$ cat src/rtl/victim_cache_ctrl_pkg.sv
// Shared types and constants for the 4-way victim cache controller.
// Imported by the tag matcher and the controller top.
package victim_cache_ctrl_pkg;

    localparam int VC_WAYS     = 4;
    localparam int VC_OFFSET_W = 4;

    typedef logic [1:0] vc_way_t;

    typedef enum logic [1:0] {
        VC_IDLE,
        VC_WRITEBACK,
        VC_FETCH,
        VC_RESPOND
    } vc_state_t;

endpackage

$ cat src/rtl/vc_tag_match.sv
// Combinational 4-way tag compare with hit-way encode and
// lowest-index invalid-way priority encode.
module vc_tag_match
    import victim_cache_ctrl_pkg::*;
#(
    parameter int TAG_W = 12
) (
    input  logic [VC_WAYS-1:0] valid,
    input  logic [TAG_W-1:0]   tags [VC_WAYS],
    input  logic [TAG_W-1:0]   tag,
    output logic               hit,
    output vc_way_t            hit_way,
    output logic               has_invalid,
    output vc_way_t            invalid_way
);

    always_comb begin
        hit         = 1'b0;
        hit_way     = '0;
        has_invalid = 1'b0;
        invalid_way = '0;
        // Descending scan so the lowest index wins.
        for (int i = VC_WAYS - 1; i >= 0; i--) begin
            if (valid[i] && tags[i] == tag) begin
                hit     = 1'b1;
                hit_way = vc_way_t'(i);
            end
            if (!valid[i]) begin
                has_invalid = 1'b1;
                invalid_way = vc_way_t'(i);
            end
        end
    end

endmodule

$ cat src/rtl/victim_cache_ctrl.sv
// Fully-associative 4-entry victim cache between L1 and memory:
// swaps lines on hit, fetches and absorbs the L1 victim on miss.
module victim_cache_ctrl
    import victim_cache_ctrl_pkg::*;
#(
    parameter int TAG_W  = 12,
    parameter int LINE_W = 128
) (
    input  logic              clk,
    input  logic              rst_n,
    input  logic              l1_req,
    input  logic [TAG_W-1:0]  l1_tag,
    input  logic              l1_vict_vld,
    input  logic              l1_vict_dirty,
    input  logic [TAG_W-1:0]  l1_vict_tag,
    input  logic [LINE_W-1:0] l1_vict_data,
    output logic              l1_resp,
    output logic [LINE_W-1:0] l1_rdata,
    output logic              pmem_read,
    output logic              pmem_write,
    output logic [15:0]       pmem_address,
    output logic [LINE_W-1:0] pmem_wdata,
    input  logic [LINE_W-1:0] pmem_rdata,
    input  logic              pmem_resp,
    output logic              lru_load,
    output vc_way_t           lru_used_way,
    input  vc_way_t           lru_way
);

    vc_state_t            state, state_nxt;
    logic [VC_WAYS-1:0]   valid, dirty, dup;
    logic [TAG_W-1:0]     tags [VC_WAYS];
    logic [LINE_W-1:0]    data [VC_WAYS];
    vc_way_t              way_q, hit_way, invalid_way, pick, ins_way;
    logic                 hit_q, hit, has_invalid, need_wb, ins;
    logic [LINE_W-1:0]    line_q;

    vc_tag_match #(.TAG_W(TAG_W)) u_match (
        .valid       (valid),
        .tags        (tags),
        .tag         (l1_tag),
        .hit         (hit),
        .hit_way     (hit_way),
        .has_invalid (has_invalid),
        .invalid_way (invalid_way)
    );

    // Invalid ways take precedence over the (unreset) LRU tracker.
    assign pick    = has_invalid ? invalid_way : lru_way;
    assign need_wb = valid[pick] & dirty[pick] & l1_vict_vld;

    always_comb begin
        for (int i = 0; i < VC_WAYS; i++)
            dup[i] = valid[i] && tags[i] == l1_vict_tag;
    end

    always_comb begin
        ins     = 1'b0;
        ins_way = way_q;
        if (state == VC_IDLE && l1_req && hit && l1_vict_vld) begin
            ins     = 1'b1;
            ins_way = hit_way;
        end else if (state == VC_RESPOND && !hit_q && l1_vict_vld) begin
            ins = 1'b1;
        end
    end

    always_ff @(posedge clk) begin
        if (!rst_n) state <= VC_IDLE;
        else        state <= state_nxt;
    end

    always_comb begin
        state_nxt    = state;
        l1_resp      = 1'b0;
        l1_rdata     = '0;
        pmem_read    = 1'b0;
        pmem_write   = 1'b0;
        pmem_address = '0;
        pmem_wdata   = '0;
        lru_load     = 1'b0;
        lru_used_way = '0;
        unique case (state)
            VC_IDLE: begin
                if (l1_req)
                    state_nxt = hit     ? VC_RESPOND :
                                need_wb ? VC_WRITEBACK : VC_FETCH;
            end
            VC_WRITEBACK: begin
                pmem_write   = 1'b1;
                pmem_address = {tags[way_q], {VC_OFFSET_W{1'b0}}};
                pmem_wdata   = data[way_q];
                if (pmem_resp) state_nxt = VC_FETCH;
            end
            VC_FETCH: begin
                pmem_read    = 1'b1;
                pmem_address = {l1_tag, {VC_OFFSET_W{1'b0}}};
                if (pmem_resp) state_nxt = VC_RESPOND;
            end
            VC_RESPOND: begin
                l1_resp      = 1'b1;
                l1_rdata     = line_q;
                lru_load     = hit_q | l1_vict_vld;
                lru_used_way = way_q;
                state_nxt    = VC_IDLE;
            end
            default: state_nxt = VC_IDLE;
        endcase
    end

    always_ff @(posedge clk) begin
        if (!rst_n) begin
            valid  <= '0;
            dirty  <= '0;
            hit_q  <= 1'b0;
            way_q  <= '0;
            line_q <= '0;
        end else begin
            unique case (state)
                VC_IDLE: begin
                    if (l1_req) begin
                        hit_q <= hit;
                        if (hit) begin
                            way_q  <= hit_way;
                            line_q <= data[hit_way];
                            if (!l1_vict_vld) valid[hit_way] <= 1'b0;
                        end else begin
                            way_q <= pick;
                        end
                    end
                end
                VC_WRITEBACK: if (pmem_resp) dirty[way_q] <= 1'b0;
                VC_FETCH:     if (pmem_resp) line_q <= pmem_rdata;
                default: ;
            endcase
            // Drop any stale copy so tags stay unique.
            if (ins) begin
                for (int i = 0; i < VC_WAYS; i++)
                    if (dup[i] && vc_way_t'(i) != ins_way) valid[i] <= 1'b0;
                valid[ins_way] <= 1'b1;
                dirty[ins_way] <= l1_vict_dirty;
            end
        end
    end

    always_ff @(posedge clk) begin
        if (ins) begin
            tags[ins_way] <= l1_vict_tag;
            data[ins_way] <= l1_vict_data;
        end
    end

endmodule

$ cat config.mk
export PLATFORM = sky130hd
export DESIGN_NAME = victim_cache_ctrl
export DESIGN_NICKNAME = d
export VERILOG_FILES = /design/src/rtl/victim_cache_ctrl_pkg.sv /design/src/rtl/vc_tag_match.sv /design/src/rtl/victim_cache_ctrl.sv
export SDC_FILE = /design/constraint.sdc
export NUM_CORES = 1
export LEC_CHECK = 0
export CELL_PAD_IN_SITES_DETAIL_PLACEMENT = 1
export CELL_PAD_IN_SITES_GLOBAL_PLACEMENT = 2
export CORE_UTILIZATION = 40
export DETAILED_ROUTE_END_ITERATION = 10
export HOLD_SLACK_MARGIN = 0.02
export MAX_ROUTING_LAYER = met4
export PLACE_DENSITY = 0.88
export REMOVE_ABC_BUFFERS = 1
export SLEW_MARGIN = 30
export SYNTH_ARGS = -nofsm -noshare
export SYNTH_HDL_FRONTEND = slang
export SYNTH_SLANG_ARGS = --single-unit
$ cat constraint.sdc
create_clock -name clk -period 17.9 [get_ports clk]
set_clock_uncertainty 0.15 [all_clocks]
set_input_delay 2.685 -clock clk [delete_from_list [all_inputs] [get_ports clk]]
set_output_delay 2.685 -clock clk [all_outputs]
set_load 0.03 [all_outputs]
==> flow_summary.yaml, run 1 <==
floorplanning:
  dieArea_sq_mm: 0.0808
  die_x_um: 284
  core_sq_mm: 0.0789
  start_util: 0.404
  die_h_um: 284
  io_pins: 566
  rows: 103
synthesis:
  synthTopCellsByArea: "edfxtp_1, mux4_2, dfxtp_1"
  synthArstFlopShare: 0
  synthTopCellsByCount: "edfxtp_1, and2_1, a221o_1, dfxtp_1, mux4_2"
  ys_seq_area_frac: 0.617
  yosysMostFrequentCell: "edfxtp_1"
  synth_top_area_cell: "edfxtp_1"
  syn_area_sq_mm: 0.0319
  ys_warn_count: 0
  yosys.area.top_type_share: 0.528
  syn_area_per_cell_sq_um: 15.5
  synth_seq_cells: 703
  synth_edf_count: 560
  yosysUniqueCellTypes: 55
  synthFlopType: "edfxtp_1"
  syn_inst: 2061
hold_path:
  min_path_type: "register to register"
  min_path_cells: 1
layout:
  finalNetCount: 2833
  area_growth_pct: 28.4
  drive_above_1_share: 0.118
  utilization: 0.519
drt:
  vias_per_cell: 5.96
  firstDrtPassIters: 5
  post-route-drc-count: 0
  ant_nets: 0
  wl_per_cell_um: 28.5
  drt-total-wl_um: 105000
  dr.first_iter.drc_count: 1710
  vias: 21915
power_and_ir_drop:
  powerDensity_mw_per_mm2: 125
  peakVddDrop_v: 0.0000971
  finalPower_mw: 5.11
  p_leak_nw: 13.0
global_route:
  grt_pass1_wl_um: 154000
  grtUsageTotal: 0.261
  grt_overflow: 0
  grt_pass1_vias: 23320
  antenna_found_initial: 21
  grt_max_degree: 142
timing:
  finalSetupTns_ns: 0
  drv_slew: 0
  worst-slew-pin-transition_ns: 1.03
  fin_crit_sh: 0.406
  hold_viol_final: 0
  slew_headroom: 0.311
  hold_ws_ns: 0.308
  final-setup-viol-count: 0
  fmax_ghz: 0.138
  rsz0062_at_grt: "false"
  min_period_ns: 7.26
clocking:
  postCtsSetupRepairBufs: 0
  cts_buffers: 77
  cts_sinks: 703
  clk_path_buf_depth: 3
  path_clk_slew_ns: 0.06
  cts_hold_buf: 0
  cts_tree: "built"
  htree_levels: 3
  post_cts_resized: 0
  worst_skew_pair.late_latency_ns: 0.62
  cts_root_buffer: "clkbuf_16"
worst_setup_path:
  start_kind: "input pin"
  required_ns: 15.07
  end_kind: "primary output"
  r2r_cells: 8
  cp_data_arrival_time_ns: 4.43
  cp_slowest_cell: "clkdlybuf4s50_1"
  worstPathMaxFanout: 5
  crit_chain: "clkdlybuf4s50_1, a22oi_1, nor2b_1, clkdlybuf4s50_1"
  worst_path_most_repeated_cell: "clkdlybuf4s50_1"
  worstSetupPathType: "input pin to primary output"
  cpPeakStageDelay_ns: 0.71
place:
  hpwl_um: 67500
  io_buffer_count: 561
  gp_congestion: 0.861
flow_run:
  maxCapViolations: 0
status:
  status: "complete, no violations"
## flip-flops by register name, summed over array words and instances (netlist names), named ones only
register	cells
data	512
dirty	4
hit_q	1
line_q	128
state	2
tags	48
valid	4
way_q	2
## report_power, final
group          internal [mW]  total (mW)  switching, mW
combinational          0.686        1.57          0.880
sequential              1.91        1.99         0.0796
clock                  0.891        1.55          0.657
total                   3.49        5.11           1.62
## critical path: cells and delay by family
| family | cells | cell delay, ns |
|---|---|---|
| buffers and inverters | 2 | 1.41 |
| and+or+nand+nor | 1 | 0.18 |
| AOI/OAI and AO/OA | 1 | 0.16 |
## area by class of cell
type / instances / area, sq um
Clock buffer: 117 / 2220
Clock inverter: 26 / 220
Sequential cell: 703 / 19700
Antenna cell: 22 / 55.1
Multi-Input combinational cell: 1158 / 11400
Tap cell: 1050 / 1310
Inverter: 8 / 30.0
Timing Repair Buffer: 593 / 5980
Fill cell: 7551 / 38000
## per-layer routing
metal	global-route usage	vias up	wire [um]	part of all wire
li1	-	9386	-	-
met2	0.436	895	53600	0.51
met3	0.0377	180	6080	0.058
met4	0.109	0	3620	0.035
met1	0.317	11454	41500	0.40
met5	-	-	0	0
## per-stage QoR
stage / area, sq um / worst slack (ns) / instances
after floorplan: 31000 / 3.92 / 1869
after global placement: 38300 / 10.30 / 3507
after detailed placement: 38400 / 10.11 / 3512
after CTS: 40900 / 10.62 / 3655
after global routing: 40900 / 10.58 / 3676
final: 40900 / 10.64 / 3677
## final timing paths
| kind | startpoint | slack, ns | endpoint |
|---|---|---|---|
| max | l1_tag[10] | 10.64 | pmem_address[14] |
| min | line_q[88]$_SDFFE_PN0P_ | 0.31 | line_q[88]$_SDFFE_PN0P_ |
| max reg2reg | state[0]$_SDFFE_PN0P_ | 13.21 | data[1][89]$_DFFE_PP_ |
| min reg2reg | line_q[88]$_SDFFE_PN0P_ | 0.31 | line_q[88]$_SDFFE_PN0P_ |
## layout by cell type, fill, tap and decap left out, types with 6 or more instances in the layout
| cell type | netlist | final |
|---|---|---|
| nand2b_1 | 130 | 130 |
| xnor2_1 | 52 | 52 |
| nand3_1 | 11 | 11 |
| clkbuf_8 | 0 | 6 |
| clkinv_2 | 0 | 12 |
| mux4_2 | 140 | 140 |
| a22oi_1 | 12 | 12 |
| nor2b_1 | 13 | 12 |
| nand2_1 | 15 | 15 |
| edfxtp_1 | 560 | 560 |
| nor4_1 | 14 | 12 |
| clkdlybuf4s50_1 | 0 | 561 |
| o21a_1 | 6 | 6 |
| dfxtp_1 | 143 | 141 |
| xor2_1 | 44 | 44 |
| a32o_1 | 128 | 128 |
| nand4_1 | 10 | 10 |
| clkbuf_1 | 130 | 30 |
| clkbuf_16 | 0 | 81 |
| buf_6 | 13 | 8 |
| inv_1 | 8 | 8 |
| and2_1 | 261 | 259 |
| diode_2 | 0 | 22 |
| a221o_1 | 256 | 256 |
| buf_4 | 4 | 18 |
## kinds of logic (layout without fill, tap and decap cells)
| kind of cell | after synthesis | count (layout) | synth area share |
|---|---|---|---|
| AOI/OAI and AO/OA | 434 | 434 | 0.132 |
| xor gates and xnor gates | 96 | 96 | 0.0264 |
| adders and majority gates | 4 | 4 | 0.00157 |
| buffers and inverters | 203 | 744 | 0.0284 |
| DFF | 703 | 703 | 0.617 |
| muxes | 147 | 147 | 0.101 |
| other | 1 | 26 | 0.000118 |
| and+or+nand+nor | 473 | 473 | 0.0926 |
Power figures use the tool's default switching activity.
==> run 2, diff against run 1 <==
--- a/config.mk
+++ b/config.mk
@@ -7,11 +7,11 @@
 export LEC_CHECK = 0
 export CELL_PAD_IN_SITES_DETAIL_PLACEMENT = 1
 export CELL_PAD_IN_SITES_GLOBAL_PLACEMENT = 2
-export CORE_UTILIZATION = 40
+export CORE_UTILIZATION = 34
 export DETAILED_ROUTE_END_ITERATION = 10
 export HOLD_SLACK_MARGIN = 0.02
 export MAX_ROUTING_LAYER = met4
-export PLACE_DENSITY = 0.88
+export PLACE_DENSITY = 0.8
 export REMOVE_ABC_BUFFERS = 1
 export SLEW_MARGIN = 30
 export SYNTH_ARGS = -nofsm -noshare
==> constraint.sdc (replaced) <==
create_clock -name clk -period 6.5 [get_ports clk]
set_clock_uncertainty 0.15 [all_clocks]
set_input_delay 0.975 -clock clk [delete_from_list [all_inputs] [get_ports clk]]
set_output_delay 0.975 -clock clk [all_outputs]
set_load 0.03 [all_outputs]
==> flow_summary.yaml, run 2 (synthesis results as in run 1) <==
status:
  status: "complete, no violations"
layout:
  num-fill-cells: 9153
  multi_input_area_sq_mm: 0.0114
  finalNetCount: 2839
  reg_top3: "data (512), line_q (128), tags (48)"
  fin_cells: 3867
  drive_above_1_share: 0.121
  layout_commonest_cell: "clkdlybuf4s50_1"
  area_growth_pct: 30.0
  final_cell_mix: "clkdlybuf4s50_1, edfxtp_1, and2_1, a221o_1, dfxtp_1"
  register_area_sq_mm: 0.0197
  top_register: "data"
  largest_reg_flops: 512
clocking:
  cts_sinks: 703
  cts_tree: "built"
  cts_root_buffer: "clkbuf_16"
  path_clk_slew_ns: 0.06
  postCtsSetupRepairBufs: 0
  cts_hold_buf: 0
  htree_levels: 3
  cts_buffers: 78
  clk_path_buf_depth: 3
  worst_skew_pair.late_latency_ns: 0.62
  post_cts_resized: 0
place:
  io_buffer_count: 561
  hpwl_um: 65600
  placed_cells: 3708
  place_worst_setup_slack_ns: 1.19
  gp_congestion: 0.897
timing:
  drv_slew: 0
  min_period_ns: 4.62
  layout_setup_ws_ns: 1.88
  fin_crit_sh: 0.711
  hold_ws_ns: 0.306
  finalSetupTns_ns: 0
  rsz0062_at_grt: "false"
  slew_headroom: 0.309
  hold_viol_final: 0
  final-setup-viol-count: 0
  worst-slew-pin-transition_ns: 1.04
  fmax_ghz: 0.216
drt:
  vias_per_cell: 5.62
  vias: 21724
  drt-total-wl_um: 104000
  firstDrtPassIters: 5
  ant_nets: 0
  dr.first_iter.drc_count: 1532
  post-route-drc-count: 0
  wl_per_cell_um: 26.9
power_and_ir_drop:
  peakVddDrop_v: 0.000187
  powerDensity_mw_per_mm2: 340
  p_leak_nw: 13.1
  finalPower_mw: 14.1
global_route:
  grtUsageTotal: 0.220
  grt_pass1_wl_um: 152000
  grt_overflow: 0
  grt_pass1_vias: 23205
  grt_max_degree: 91
  antenna_found_initial: 10
worst_setup_path:
  worstPathMaxFanout: 83
  worstSetupPathType: "register to primary output"
  r2r_slack_ns: 2.43
  end_kind: "primary output"
  cp_data_arrival_time_ns: 3.49
  required_ns: 5.37
  start_kind: "register"
floorplanning:
  io_pins: 566
  start_util: 0.346
  die_x_um: 308
  dieArea_sq_mm: 0.0950
  die_h_um: 308
  rows: 111
  core_sq_mm: 0.0922
hold_path:
  min_path_type: "register to register"
flow_run:
  maxCapViolations: 0
run 2: cell types whose count changed in the layout (fill, tap and decap cells not counted), sizes merged:
cell / previous run / this run
clkinvlp: 4 / 5
clkbuf: 117 / 107
clkinv: 18 / 24
bufinv: 2 / 4
buf: 32 / 37
diode: 22 / 15
run 2: per-layer routing:
| metal | vias up | GRT usage | wire (um) |
|---|---|---|---|
| met2 | 850 | 0.367 | 52900 |
| met1 | 11323 | 0.272 | 41900 |
| met5 | - | - | 0 |
| met3 | 157 | 0.0356 | 6570 |
| met4 | 0 | 0.0720 | 2680 |
| li1 | 9394 | - | - |
run 2: critical path, stage by stage, from the launching register on:
cell,delay (ns)
dfxtp_1,0.37
inv_1,0.14
ha_4,0.64
buf_12,0.42
a22oi_1,0.18
nor2b_1,0.21
clkdlybuf4s50_1,0.70
run 2: power by group:
group / internal (mW) / total (mW) / switching [mW]
logic: 1.90 / 4.31 / 2.41
registers: 5.26 / 5.48 / 0.220
clock network: 2.51 / 4.30 / 1.79
total: 9.67 / 14.1 / 4.42
run 2: cell type report:
class                   count  share of cell area
diodes                     15            0.000906
repair buffers            598               0.150
flip-flops and latches    703               0.475
clock inverters            35             0.00758
inverters                   8            0.000725
multi-input cells        1158               0.275
clock buffers             107              0.0525
well taps                1243              0.0375
run 2: path summary, 6_finish.rpt:
kind,start,end,cells after the start
min,line_q[41]$_SDFFE_PN0P_,line_q[41]$_SDFFE_PN0P_,1
max,state[1]$_SDFFE_PN0P_,pmem_address[5],6
min reg2reg,line_q[41]$_SDFFE_PN0P_,line_q[41]$_SDFFE_PN0P_,1
max reg2reg,tags[6]$_DFFE_PP_,data[0][60]$_DFFE_PP_,7
run 2: through the flow:
stage | area, sq um | util
finish | 41400 | 0.449
CTS | 41300 | 0.448
global route | 41400 | 0.449
floorplan | 31000 | -
detailed placement | 38900 | 0.421
global placement | 38700 | 0.420
==> run 3, diff against run 2 <==
--- a/config.mk
+++ b/config.mk
@@ -7,11 +7,11 @@
 export LEC_CHECK = 0
 export CELL_PAD_IN_SITES_DETAIL_PLACEMENT = 1
 export CELL_PAD_IN_SITES_GLOBAL_PLACEMENT = 2
-export CORE_UTILIZATION = 34
+export CORE_UTILIZATION = 38
 export DETAILED_ROUTE_END_ITERATION = 10
 export HOLD_SLACK_MARGIN = 0.02
 export MAX_ROUTING_LAYER = met4
-export PLACE_DENSITY = 0.8
+export PLACE_DENSITY = 0.84
 export REMOVE_ABC_BUFFERS = 1
 export SLEW_MARGIN = 30
 export SYNTH_ARGS = -nofsm -noshare
==> constraint.sdc (replaced) <==
create_clock -name clk -period 4.35 [get_ports clk]
set_clock_uncertainty 0.15 [all_clocks]
set_input_delay 0.6525 -clock clk [delete_from_list [all_inputs] [get_ports clk]]
set_output_delay 0.6525 -clock clk [all_outputs]
set_load 0.03 [all_outputs]
==> flow_summary.yaml, run 3 (synthesis results as in run 1) <==
status:
  status: "complete, no violations"
floorplanning:
  rows: 105
  start_util: 0.386
  die_x_um: 292
  die_h_um: 292
  core_sq_mm: 0.0825
  io_pins: 566
  dieArea_sq_mm: 0.0850
drt:
  dr.first_iter.drc_count: 1697
  post-route-drc-count: 0
  vias_per_cell: 5.87
  ant_nets: 0
  drt-total-wl_um: 106000
  wl_per_cell_um: 28.3
  vias: 21913
  firstDrtPassIters: 5
global_route:
  met3_usage: 0.0457
  met1_usage: 0.297
  busiest_layer: "met2"
  grtUsageTotal: 0.248
  grt_pass1_vias: 23177
  grt.met2_usage: 0.425
  grt_overflow: 0
  grt_pass1_wl_um: 154000
  antenna_found_initial: 16
  grt_max_degree: 161
power_and_ir_drop:
  clkPwrFrac: 0.309
  internal_power_mw: 14.6
  power_frac_seq: 0.386
  sw_frac_of_total: 0.313
  peakVddDrop_v: 0.000439
  p_leak_nw: 13.4
  powerDensity_mw_per_mm2: 511
  switchingPower_mw: 6.67
  pwr-share-comb: 0.305
worst_setup_path:
  worstSetupPathType: "register to primary output"
  end_kind: "primary output"
  r2r_slack_ns: 0.97
  start_kind: "register"
  cpPeakStageDelay_ns: 0.69
  cp_slowest_cell: "clkdlybuf4s50_1"
  r2r_cells: 8
  cp_data_arrival_time_ns: 3.14
  crit_chain: "ha_4, buf_12, a22oi_1, nor2b_1, clkdlybuf4s50_1"
  required_ns: 3.55
  worstPathMaxFanout: 83
timing:
  fin_crit_sh: 0.906
  drv_slew: 0
  finalSetupTns_ns: 0
  rsz0062_at_grt: "false"
  hold_ws_ns: 0.307
  worst-slew-pin-transition_ns: 0.980
  slew_headroom: 0.347
  min_period_ns: 3.94
  fmax_ghz: 0.254
  hold_viol_final: 0
  layout_setup_ws_ns: 0.409
  final-setup-viol-count: 0
clocking:
  path_clk_slew_ns: 0.06
  cts_root_buffer: "clkbuf_16"
  htree_levels: 3
  post_cts_resized: 0
  cts_sinks: 703
  cts_tree: "built"
  postCtsSetupRepairBufs: 0
  cts_hold_buf: 0
  clk_path_buf_depth: 3
  worst_skew_pair.late_latency_ns: 0.62
  cts_buffers: 76
place:
  hpwl_um: 68900
  gp_congestion: 0.925
  placed_cells: 3574
  io_buffer_count: 561
  place_worst_setup_slack_ns: 0.121
layout:
  drive_above_1_share: 0.135
  utilization: 0.505
  final_cell_mix: "clkdlybuf4s50_1, edfxtp_1, and2_1, a221o_1"
  top_register: "data"
  reg_top3: "data (512), line_q (128), tags (48)"
  area_growth_pct: 30.8
  fin_cells: 3733
  largest_reg_flops: 512
  finalNetCount: 2874
  layout_commonest_cell: "clkdlybuf4s50_1"
hold_path:
  min_path_type: "register to register"
  min_path_cells: 1
flow_run:
  maxCapViolations: 0
run 3: cell count changes in the layout (fill, tap and decap cells not counted), moves of 3 or more:
cell	change
buf_16	-4
buf_4	+28
buf_12	+15
clkbuf_8	+3
run 3: layout make-up:
type                            count  area (sq um)
Antenna cell                       17          42.5
Clock buffer                      106          2160
Clock inverter                     36           412
Fill cell                        7938         40800
Inverter                            8          30.0
Multi-Input combinational cell   1158         11400
Sequential cell                   703         19700
Tap cell                         1070          1340
Timing Repair Buffer              635          6610
run 3: path summary, 6_finish.rpt:
path | start | end
worst max-delay path | state[0]$_SDFFE_PN0P_ | pmem_address[13]
worst min-delay path | line_q[47]$_SDFFE_PN0P_ | line_q[47]$_SDFFE_PN0P_
worst max register to register | tags[3]$_DFFE_PP_ | data[3][33]$_DFFE_PP_
worst min register to register | line_q[47]$_SDFFE_PN0P_ | line_q[47]$_SDFFE_PN0P_
run 3: through the flow:
step | instance area [sq um] | power (mW)
floorplan | 31000 | 12.6
global placement | 39100 | 14.7
detailed placement | 39100 | 14.9
CTS | 41600 | 21.5
global route | 41700 | 22.1
finish | 41700 | 21.3
run 3: power groups by stage:
stage / combinational (mW) / sequential [mW] / clock (mW)
floorplan: 4.21 / 8.35 / 0
global placement: 6.38 / 8.31 / 0
detailed placement: 6.52 / 8.36 / 0
CTS: 6.57 / 8.22 / 6.71
global route: 6.87 / 8.28 / 6.95
finish: 6.50 / 8.21 / 6.59
run 3: worst max-delay path, delay by kind of cell, from the launching register on:
family	cells	cell delay [ns]
AOI/OAI and AO/OA	1	0.13
and+or+nand+nor	1	0.15
DFF	1	0.48
buffers and inverters	2	1.06
adders and majority gates	1	0.56
run 3: routing by layer:
metal	part of all wire	vias up
li1	-	9454
met1	0.40	11520
met2	0.52	812
met3	0.061	127
met4	0.022	0
met5	0	-
==> edit 1, RTL diff (config.mk and constraints of run 2) <==
Change the parameter `LINE_W` from 128 to 124.
--- a/src/rtl/victim_cache_ctrl.sv
+++ b/src/rtl/victim_cache_ctrl.sv
@@ -6,3 +6,3 @@
     parameter int TAG_W  = 12,
-    parameter int LINE_W = 128
+    parameter int LINE_W = 124
 ) (
Ports: changed (resized l1_rdata, l1_vict_data, pmem_rdata and pmem_wdata); port bits go from 566 to 550. The function was not compared with the original's and may differ.
==> edit 1 against run 2 <==
Design area rose by 1.1%; register-to-register slack got worse by 100 ps; sequential cell count fell by 20; count of clock-buffer cells in the layout rose by 3; routed wire length rose by 10%; worst setup slack got worse by 62 ps; total power fell by 9.5%; utilization fell by 0.91 points; area after synthesis rose by 2.6%; via count rose by 7.9%; critical path type is now in -> reg.
==> edit 1: results (changes against run 2) <==
Place:
- The pre-CTS setup slack is 1160 ps (-31.2 ps).
- The cell area reported after detailed placement is 39300 sq um (+1.1%).
- The final HPWL from detailed placement is 72.9 mm (+11%).
- The port buffer count is 545 (-2.9%).
- The global placer's final weighted congestion is 0.841 (-6.3%).

Detailed routing:
- The aggregate routed wire length is 115 mm (+10%).
- The via count is 23.4k (+7.9%).
- The number of DRC markers in iteration 0 is 1534 (+0.13%).
- The detailed-routing wirelength on met1 came to 46.7 mm (+11%).

Setup path:
- The worst stage delay on the critical path is 750 ps (+50 ps).
- The end of the worst register-to-register path is data[1][0].
- The startpoint of the most critical setup path is l1_tag[1].
- The highest fanout seen on the critical path is 45 (-46%).
- The cell with the biggest individual delay on the critical path is sky130_fd_sc_hd__or4_1.

Final layout:
- The fraction of final layout cells with drive strength greater than 1 is 13.4% (+1.4 points).
- The final-stage net count is 3158 (+11%).

Global route:
- The largest net degree at the start of global routing is 126 (+38%).
- The global-route met3 utilization was 3.63% (+0.070 points).
- The met1 track demand over resource is 28.3% (+1.1 points).
- The met2 routing resource usage after global routing came to 40.4% (+3.6 points).

Pwr:
- The total leakage power is 0.0147 uW (+12%).
- The power consumed by the clock network came to 4380 uW (+2%).
- The worst-case vdd ir drop came to 0.000381 V (+100%).
- The net switching power is 3930 uW (-11%).
- The internal power summed over all cells came to 8810 uW (-8.9%).
- The power drawn by the sequential cells is 5320 uW (-3%).

Timing:
- The transition time at the pin with the least slew margin is 988 ps (-48.0 ps).
- The final clock period utilization by the worst path is 72.0% (+0.95 points).

Status:
- The run finished with clean final reports.

CTS:
- The number of CTS-inserted buffers is 79 (+1.3%).

Worst hold path:
- The worst min-delay path startpoint is line_q[37].
- The instance count along the most critical hold path came to 2 (+1).
- The destination of the worst hold path is line_q[37].

Synthesis:
- The number of enable flip-flop cells after synthesis was 544 (-2.9%).
- Yosys attributes the largest share of cell area to sky130_fd_sc_hd__edfxtp_1 (50%), sky130_fd_sc_hd__mux4_2 (9.4%), sky130_fd_sc_hd__dfxtp_1 (8.5%), sky130_fd_sc_hd__a22oi_1 (5.3%), sky130_fd_sc_hd__and2_1 (4.9%).
## edit 1: cell types whose count changed in the layout (fill, tap and decap cells not counted), sizes merged, moves of 127 or more
cell and change:
nor3 +127, a22oi +248, a21oi +129, nand2b -129
a221o -255, a32o -127, nor2 +129
## edit 1: cell type report
class / instances / area (sq um) / share of cell area [%]
Sequential cell: 683 / 19100 / 45.7
Multi-Input combinational cell: 1516 / 12600 / 30.0
Timing Repair Buffer: 585 / 5980 / 14.3
Clock buffer: 110 / 2170 / 5.17
Tap cell: 1265 / 1580 / 3.78
Clock inverter: 38 / 392 / 0.935
Inverter: 9 / 38.8 / 0.0926
Antenna cell: 15 / 37.5 / 0.0896
## edit 1: logic make-up (layout without fill, tap and decap cells)
family,Yosys count,in the layout,synth area share [%]
flops,683,683,58.5
compound gates,666,666,14.9
simple gates,603,603,10.9
xor+xnor,96,96,2.57
other cells,1,19,0.0115
mux,143,143,9.60
buf+inv,240,742,3.42
fa+ha+maj,4,4,0.153
==> edit 2, RTL diff (flow settings as in run 2) <==
Made on the original files. Add an input register stage for `lru_way`; this delays it by one clock. The other inputs are not delayed to match.
--- a/src/rtl/victim_cache_ctrl.sv
+++ b/src/rtl/victim_cache_ctrl.sv
@@ -29,2 +29,8 @@
 
+    vc_way_t lru_way_q;
+
+    always_ff @(posedge clk) begin
+        lru_way_q <= lru_way;
+    end
+
     vc_state_t            state, state_nxt;
@@ -48,3 +54,3 @@
     // Invalid ways take precedence over the (unreset) LRU tracker.
-    assign pick    = has_invalid ? invalid_way : lru_way;
+    assign pick    = has_invalid ? invalid_way : lru_way_q;
     assign need_wb = valid[pick] & dirty[pick] & l1_vict_vld;
Function: not settled (the Yosys comparison gave no result); the edit may change what the design does.
==> edit 2 against run 2 <==
Sequential cell count is 2 higher; clock power is 8.4% higher; count of clock-buffer cells in the layout is 16 higher; critical path depth is 4 higher; area after synthesis hardly changed; maximum frequency is 4.3% lower; routed wire length is 1.2% higher; design area is 0.75% higher; non-clock buffer count is 16 higher; worst setup slack worse by 210 ps; total power is 2.2% higher; worst hold slack better by 1.2 ps; critical endpoint is now data[0][31].
==> edit 2: results (changes against run 2) <==
Status:
- The run finished with clean final reports.

Place:
- The port buffer count is 561 (unchanged).
- The global placer's final weighted congestion is 0.842 (-6.2%).
- The final HPWL from detailed placement is 67.6 mm (+3.0%).
- The count of placed standard cells including taps is 3730 (+0.59%).

Global route:
- The global-route wire length before repair is 153 mm (+0.76%).
- The largest net degree at the start of global routing is 94 (+3.3%).
- The initial antenna violation count came to 21 (+11).
- The global-route usage over all layers was 22.3% (+0.28 points).
- The via count of the first global-routing pass is 23.1k (-0.39%).

Synthesis:
- The post-synthesis cell count was 2065 (+0.19%).
- By area the synthesized netlist is led by sky130_fd_sc_hd__edfxtp_1 (53%), sky130_fd_sc_hd__mux4_2 (9.9%), sky130_fd_sc_hd__dfxtp_1 (9.1%), sky130_fd_sc_hd__a221o_1 (8.0%), sky130_fd_sc_hd__and2_1 (5.1%).
- The total of warnings raised by yosys is 0 (unchanged).
- The fraction of registers with async set or reset after synthesis is 0% (unchanged).
- The count of distinct cell types in the synthesized netlist is 50 (-9.1%).
- Sorting the synthesized cells by how often they occur yields sky130_fd_sc_hd__edfxtp_1 (560), sky130_fd_sc_hd__and2_1 (258), sky130_fd_sc_hd__a221o_1 (256), sky130_fd_sc_hd__dfxtp_1 (145), sky130_fd_sc_hd__mux4_2 (140).
- The number of enable flip-flop cells after synthesis was 560 (unchanged).
- The sequential fraction of the synthesis area came to 61.9% (+0.19 points).

CTS:
- The maximum root-to-sink buffer count is 3 (unchanged).
- The number of CTS-inserted buffers is 82 (+5.1%).
- The number of H-tree levels is 3 (unchanged).
- The post-CTS setup-driven buffer insertion count is 0 (unchanged).
- The clock transition time at the flip-flop clock pins of the worst setup and hold paths is 60 ps (about the same).
- The clock reaches the later pin of the worst-skew pair after around 630 ps.
- The root cell of the clock tree is sky130_fd_sc_hd__clkbuf_16.
- The number of gates resized after cts is 0 (unchanged).

Detailed routing:
- The number of DRC markers in iteration 0 was 1473 (-3.9%).
- The via count is 21.6k (-0.61%).
- The average detailed-routed wire length per instance is 27.0 um (+0.30%).
- The via density per instance is 5.53 (-1.5%).
- The first-pass iteration count of the detailed router was 5 (unchanged).

Final layout:
- The count of fill cells added during filler insertion came to 9192 (+0.43%).
- The final-stage net count is 2864 (+0.88%).
- The fraction of final layout cells with drive strength greater than 1 is 12.7% (+0.65 points).
- In the final layout, the registers with the most flip-flops are data (512), line_q (128), tags (48).

Timing:
- The worst slew margin relative to its limit came to 31.9% (+1.0 points).
- The count of pins over their slew limit is 0 (unchanged).

Pwr:
- The total leakage power came to 0.0133 uW (+1.4%).
- The clock network power share was 32.4% (+1.9 points).
- The switching part of the total is 31.4% (about the same).
- The worst-case vdd ir drop is 0.000271 V (+44%).

Worst hold path:
- The path class of the tightest hold or removal check is reg -> reg.

Setup path:
- The arrival time reported for the critical path endpoint came to 4980 ps (+1490 ps).
- The highest fanout seen on the critical path is 44 (-47%).
==> edit 2: cell count changes after synthesis, sizes merged, moves of 3 or more <==
cell / before / now
clkbuf: 130 / 123
buf: 65 / 71
nor2: 5 / 9
xnor2: 52 / 48
xor2: 44 / 48
and2: 262 / 259
==> edit 2: per-stage QoR <==
step | area (sq um) | setup WS, ps | hold slack, ps | TNS (ps)
after floorplan | 31000 | -6620 | 284 | -2052810
after global placement | 38900 | 1110 | 290 | 0
after detailed placement | 38900 | 992 | 297 | 0
after CTS | 41700 | 1660 | 310 | 0
after global routing | 41700 | 1420 | 324 | 0
final | 41700 | 1670 | 307 | 0
==> edit 2: cell families after synthesis <==
logic type / Yosys count / share of synthesized area (%)
simple gates: 473 / 9.19
other cells: 1 / 0.0118
compound gates: 436 / 13.3
mux: 146 / 10.1
xor+xnor: 96 / 2.64
fa+ha+maj: 4 / 0.157
flops: 705 / 61.9
buf+inv: 204 / 2.72
==> edit 2: final timing paths <==
kind               from  slack (ps)  cells past startpoint           to
max           l1_tag[4]        1670                     10  data[0][31]
min          line_q[55]         310                      1   line_q[55]
min reg2reg  line_q[55]         310                      1   line_q[55]
max reg2reg    tags[10]        2190                      9  data[0][31]
==> edit 2: layout make-up <==
type                    instances  area (sq um)  area share (%)
repair buffers                614          6250            15.0
multi-input cells            1159         11400            27.3
flip-flops and latches        705         19700            47.3
well taps                    1243          1560            3.73
inverters                      10          42.5           0.102
clock buffers                 123          2390            5.72
clock inverters                30           354           0.848
diodes                         19          47.5           0.114
==> edit 2: power by group through the flow <==
stage,Sequential [uW],Combinational [uW],Clock [uW]
final,5540,4180,4660
after global routing,5590,4440,4930
after CTS,5550,4230,4770
after detailed placement,5640,4210,0
after global placement,5620,4100,0
after floorplan,5580,2820,0
==> edit 2: metal layers <==
metal / GRT usage, % / share of wire, %
met1: 26.7 / 40
met2: 38.2 / 52
met3: 4.13 / 6.5
met4: 6.16 / 2.0
met5: - / 0
==> edit 2: critical path, stage by stage <==
cell and delay, ps:
sky130_fd_sc_hd__clkdlybuf4s50_1 650, sky130_fd_sc_hd__xnor2_1 160, sky130_fd_sc_hd__nand4_1 200, sky130_fd_sc_hd__nor4_2 670
sky130_fd_sc_hd__nor4_1 140, sky130_fd_sc_hd__buf_4 200, sky130_fd_sc_hd__o21ai_0 670, sky130_fd_sc_hd__nand3_1 390
sky130_fd_sc_hd__inv_6 550, sky130_fd_sc_hd__buf_4 360
